===== src/rtl/if_stage_pkg.sv =====
// Shared CPU front-end definitions: fetch window constants and the IF/ID bundle.
package if_stage_pkg;

  localparam logic [31:0] RESET_PC = 32'h0000_3000;
  localparam logic [31:0] IM_BASE  = 32'h0000_3000;
  localparam logic [31:0] IM_LIMIT = 32'h0003_FFFC;
  localparam logic [31:0] NOP_WORD = 32'h0000_0000;

  typedef struct packed {
    logic [31:0] instr;
    logic [31:0] pc;
    logic        valid;
    logic        fetch_err;
  } ifid_t;

  // A fetch is legal only when word-aligned and inside the instruction window.
  function automatic logic fetch_legal(input logic [31:0] pc);
    return (pc[1:0] == 2'b00) && (pc >= IM_BASE) && (pc <= IM_LIMIT);
  endfunction

endpackage


===== src/rtl/if_stage_pc_unit.sv =====
// PC register with stall/redirect/sequential next-PC selection and fetch legality.
module pc_unit
  import if_stage_pkg::*;
(
  input  logic        clk,
  input  logic        reset,
  input  logic        stall,
  input  logic        redirect,
  input  logic [31:0] redirect_pc,
  output logic [31:0] pc_o,
  output logic        illegal_o
);

  logic [31:0] pc_q, pc_d;

  // Redirect is deliberately dropped under stall; ID re-asserts it afterwards.
  always_comb begin
    pc_d = pc_q;
    if (!stall) begin
      if (redirect) pc_d = redirect_pc;
      else          pc_d = pc_q + 32'd4;
    end
  end

  always_ff @(posedge clk) begin
    if (!reset) pc_q <= RESET_PC;
    else        pc_q <= pc_d;
  end

  assign pc_o      = pc_q;
  assign illegal_o = !fetch_legal(pc_q);

endmodule


===== src/rtl/if_stage.sv =====
// Instruction fetch stage: drives the IM address, captures the IF/ID register
// (delayed-branch, no squash on redirect) and counts accepted instructions.
module if_stage
  import if_stage_pkg::*;
(
  input  logic        clk,
  input  logic        reset,
  input  logic        stall,
  input  logic        redirect,
  input  logic [31:0] redirect_pc,
  input  logic        flush,
  output logic [31:0] im_pc,
  input  logic [31:0] im_instr,
  output logic [31:0] id_instr,
  output logic [31:0] id_pc,
  output logic [31:0] id_pc8,
  output logic        id_valid,
  output logic        id_fetch_err,
  output logic [31:0] fetch_count
);

  logic [31:0] pc;
  logic        illegal;
  ifid_t       ifid_q, ifid_d;
  logic [31:0] fcnt_q, fcnt_d;

  pc_unit u_pc (
    .clk         (clk),
    .reset       (reset),
    .stall       (stall),
    .redirect    (redirect),
    .redirect_pc (redirect_pc),
    .pc_o        (pc),
    .illegal_o   (illegal)
  );

  always_comb begin
    ifid_d = ifid_q;
    fcnt_d = fcnt_q;
    if (!stall) begin
      ifid_d.pc = pc;
      if (flush) begin
        ifid_d.instr     = NOP_WORD;
        ifid_d.valid     = 1'b0;
        ifid_d.fetch_err = 1'b0;
      end else begin
        // Illegal fetches still occupy a slot so the error travels down the pipe.
        ifid_d.instr     = illegal ? NOP_WORD : im_instr;
        ifid_d.valid     = 1'b1;
        ifid_d.fetch_err = illegal;
        fcnt_d           = fcnt_q + 32'd1;
      end
    end
  end

  always_ff @(posedge clk) begin
    if (!reset) begin
      ifid_q <= '{instr: NOP_WORD, pc: RESET_PC, valid: 1'b0, fetch_err: 1'b0};
      fcnt_q <= '0;
    end else begin
      ifid_q <= ifid_d;
      fcnt_q <= fcnt_d;
    end
  end

  assign im_pc        = pc;
  assign id_instr     = ifid_q.instr;
  assign id_pc        = ifid_q.pc;
  assign id_pc8       = ifid_q.pc + 32'd8;
  assign id_valid     = ifid_q.valid;
  assign id_fetch_err = ifid_q.fetch_err;
  assign fetch_count  = fcnt_q;

endmodule


===== config.mk =====
export PLATFORM = sky130hd
export DESIGN_NAME = if_stage
export DESIGN_NICKNAME = d
export VERILOG_FILES = /design/src/rtl/if_stage_pkg.sv /design/src/rtl/if_stage_pc_unit.sv /design/src/rtl/if_stage.sv
export SDC_FILE = /design/constraint.sdc
export NUM_CORES = 1
export LEC_CHECK = 0
export ABC_AREA = 1
export ABC_CLOCK_PERIOD_IN_PS = 3650
export BUFFER_PORTS_ARGS = -buffer_cell sky130_fd_sc_hd__buf_2
export CELL_PAD_IN_SITES_DETAIL_PLACEMENT = 1
export CELL_PAD_IN_SITES_GLOBAL_PLACEMENT = 2
export CORE_MARGIN = 8
export CORE_UTILIZATION = 29
export DETAILED_ROUTE_END_ITERATION = 16
export GPL_TIMING_DRIVEN = 0
export PLACE_DENSITY = 0.95
export SYNTH_ARGS = -nofsm -noshare
export SYNTH_HDL_FRONTEND = slang
export SYNTH_SLANG_ARGS = --single-unit

===== constraint.sdc =====
create_clock -name clk -period 3.65 [get_ports clk]
set_clock_uncertainty 0.1 [all_clocks]
set_input_delay 0.5475 -clock clk [delete_from_list [all_inputs] [get_ports clk]]
set_output_delay 0.5475 -clock clk [all_outputs]
set_load 0.03 [all_outputs]

# Word-level counts from Yosys, hierarchy flattened
# Index checks and enable logic that the tools add are counted.
# totals
regBits	130
latch_bits	0
ram_bits	0
mem_bits_ro	0
in_bits	69
out_inout_bits	162
word_cells	22
n_memories	0
# classes
addsub	3
n_mul	0
div_mod_pow	0
order_cmp	2
n_eq_ne	0
n_shift	0
mux	4
n_bitwise	2
n_reduce_logical	5
# ops
op	count
two-way mux 32 bit	3
adder 32 x 1 -> 32 bit, second input constant	1
adder 32 x 3 -> 32 bit, second input constant	1
adder 32 x 4 -> 32 bit, second input constant	1
greater-or-equal comparator 32 x 14 -> 1 bit, second input constant	1
less-or-equal comparator 32 x 18 -> 1 bit, second input constant	1
logical AND 1 bit	2
logical NOT 2 bit	1
two-way mux 2 bit	1
inverter 1 bit	2
AND reduction 2 bit	1
logical NOT 1 bit	1

# Logic depth before layout (Yosys ltp)
# depth
depth_word	5
mapped_depth	10
ltp_nobuf	10

# Modules after synthesis
# A second synthesis with hierarchy kept.
# hier_totals
hier_cells	1053
area_unflattened_um2	7021.7
# by_module_without_submodules
module	n_inst	cells_each	area_each_um2	seq_area_each_um2
if_stage	1	675	4655.7	1961.9
pc_unit	1	378	2366.0	640.6

# Least setup slack after synthesis
# OpenSTA, ideal clock, no wires.
# synth_timing
path_type	register to output
from	reg ifid_q, in the netlist id_pc[4]
to	out id_pc8[25]
arrival_time_ns	1.841
required_ns	3.002
path_slack_ns	1.162
path_stages_with_launch	6
n_path_buf	0
cell_sequence	dfxtp_1 > ha_1 > nand3_1 > nor2_1 > nand4_1 > xnor2_1
# synth_via
elab_chain_len	1
# synth_rtl
item	line_no	source
start, declared	if_stage.sv:24	ifid_t ifid_q, ifid_d;
start signal, assigned	if_stage.sv:58	ifid_q <= '{instr: NOP_WORD, pc: RESET_PC, valid: 1'b0, fetch_err: 1'b0};
start signal, assigned	if_stage.sv:61	ifid_q <= ifid_d;
adder 32 x 4 -> 32 bit	if_stage.sv:69	assign id_pc8 = ifid_q.pc + 32'd8;
end, declared	if_stage.sv:16	output logic [31:0] id_pc8,
# Every way passes these cells.

# Final worst setup path
# Ends and elaborated chain as after synthesis.

==> flow_summary.ini <==
[status]
status = completed

[floorplan]
core-area_um2 = 25250
dieHeight_um = 176.4
die_w_um = 176.4
start_util_pct = 29.55
io_pins = 231
die-area_um2 = 31120
rows = 58

[critical_path]
crit_chain = ha_1, nand3_1, nor2_1, nand4_1, xnor2_1, buf_2
cp.required_ns = 3.00
rr_startpoint = u_pc.pc_o[2]
cp_top_family = simple AND/OR/NAND/NOR gates
critPathMaxStageDelay_ns = 0.38
crit_start = id_pc[4]
startpoint_type = flip-flop
path_max_fanout = 5
critPathBufInv = 1
path_class = flip-flop to primary output
cp_slowest_cell = dfxtp_1
crit_arrival_ns = 2.13
crit_path_end_kind = primary output

[global_routing]
grt-ovfl-total = 0
met3_usage_pct = 4.828
grt_pass1_wl_mm = 50.31
use_met2_pct = 35.83
grt_pass1_vias = 8880
met1_usage_pct = 24.16
grt_busiest_layer = met2
grt_max_degree = 17
grt_usage_pct = 20.52
grt_antenna_before_repair = 1

[yosys]
synth_cell_types = 39
ys_seq_area_share_pct = 34.88
ys_ff_latch = 130
syn_area_um2 = 7462
synth_edf_count = 0
ys.flop_type = dfxtp_1
async_flop_share_pct = 0
synth_warnings = 0
netlist_instances = 1144
syn-num-nets = 1217
avgSynthCellArea_um2 = 6.523

[worst_hold_path]
hold_path.class = input pin to flip-flop
worstHoldStart = redirect_pc[1]

[sta]
final-setup-viol-count = 0
setup_tns_ns = 0
slew-limit-headroom_pct = 52.10
period_share_pct = 76.11
fin_crit_ns = 2.778
worst_pin_slew_ns = 0.7186
grt_setup_unrepaired = no
hold_viol = 0
setup_ws_ns = 0.8721
fmax_mhz = 360.0
slew_violations = 0

[routing]
wl_mm = 32.66
firstDrtPassIters = 5
drt_iter0_drc = 467
antenna_left = 0
vias = 8562
vias_per_cell = 4.946
drc = 0
routedWlPerCell_um = 18.87

[cells_and_area]
fill_cells = 3428
layout_common_cells = nand2_1, buf_2, nor2_1, dfxtp_1, a21oi_1
fin_cells = 1731
final_common_cell = nand2_1
regArea_um2 = 2603
multi_input_area_um2 = 4267
nNetsFinal = 1463
drive_above_1_share_pct = 22.93
synthToLayoutAreaGrowth_pct = 27.97
final_area_um2 = 9549

[clock_network]
htreeDepth = 4
clkSlewWorstSetupHoldPaths_ns = 0.05
clock_path_buffers = 2
cts_buffers = 17
cts_setup_buffers = 0
cts_root_buf = clkbuf_16
clock_sinks = 130
cts_tree = done
clk_latency_ns = 0.42
cts-resized-gates = 0
cts_hold_buf = 0

[pwr]
total_power_mw = 3.802
power.density_nw_per_um2 = 398.2
leakage_nw = 4.086
ir_drop_mv = 0.2281

[run]
maxCapViolations = 0

[place]
place_area_um2 = 9011
place_congestion = 0.9204
dp.cells = 1701
dp_hpwl_mm = 26.00
portBuffers = 227
place_ws_ns = 1.309
## area by class of cell
type	count	share of cell area, %
diodes	1	0.02621
plain buffers	53	2.791
clock buffers	23	5.005
clock inverters	6	0.6027
inverters	87	3.420
multi-input cells	874	44.68
flip-flops and latches	130	27.25
well taps	330	4.324
repair buffers	227	11.90
## through the flow
stage	util [%]	hold slack [ns]
finish	37.81	0.2587
global route	37.81	0.2680
CTS	37.80	0.2452
detailed placement	35.68	0.3555
global placement	35.68	0.3488
floorplan	-	0.4947
## sequential cells by signal, summed over array words and instances (netlist names)
name          cells
fetch_count      32
id_fetch_err      1
id_instr         32
id_pc            32
id_valid          1
u_pc.pc_o        32
## power breakdown
part           internal [mW]  switching (mW)  total (mW)
Sequential              1.47           0.101        1.57
Combinational          0.174           0.433       0.607
Clock                  0.975           0.647        1.62
## cells by family after synthesis
| kind of cell | count (synthesis) | synth area share, % |
|---|---|---|
| xor gates and xnor gates | 41 | 4.812 |
| DFF | 130 | 34.88 |
| adders and majority gates | 4 | 0.6707 |
| buffers and inverters | 140 | 7.947 |
| AOI/OAI and AO/OA | 209 | 14.54 |
| and+or+nand+nor | 620 | 37.16 |
## worst paths after layout
| check | depth (start not counted) | slack (ns) | to |
|---|---|---|---|
| max | 6 | 0.87 | id_pc8[25] |
| min | 3 | 0.26 | u_pc.pc_o[1] |
| max reg2reg | 8 | 1.70 | u_pc.pc_o[12] |
| min reg2reg | 2 | 0.36 | id_instr[11] |
## layer usage
layer | vias up | share of wire, %
li1 | 4185 | -
met3 | 46 | 5.6
met1 | 4113 | 43
met2 | 218 | 49
met4 | 0 | 2.3
met5 | - | 0
## cells in the mapped netlist (4+ instances only)
library cell  number  area [µm²]
a21oi_1          125       625.6
buf_2             15       75.07
buf_6              5       56.30
clkbuf_1          29       108.9
dfxtp_1          130        2603
ha_1               4       50.05
inv_1             78       292.8
inv_2              8       30.03
nand2_1          336        1261
nand2_2            7       43.79
nand3_1           49       245.2
nand3b_1          32       240.2
nand4_1           13       81.33
nor2_1           136       510.5
nor2_2            12       75.07
nor2_4             8       90.09
nor3_1            13       65.06
nor3_2             5       50.05
o21ai_0           68       340.3
xnor2_1           11       96.34
xor2_1            30       262.8
## worst reg2reg max path: stages (launching register included)
cell and delay (ns):
dfxtp_1 0.51, ha_1 0.24, nand2_1 0.09, nor2_2 0.15, nand2_2 0.20, nor2_4 0.25
xor2_1 0.18, nor2_1 0.07, o21ai_1 0.12
(Power assumes the default switching activity.)
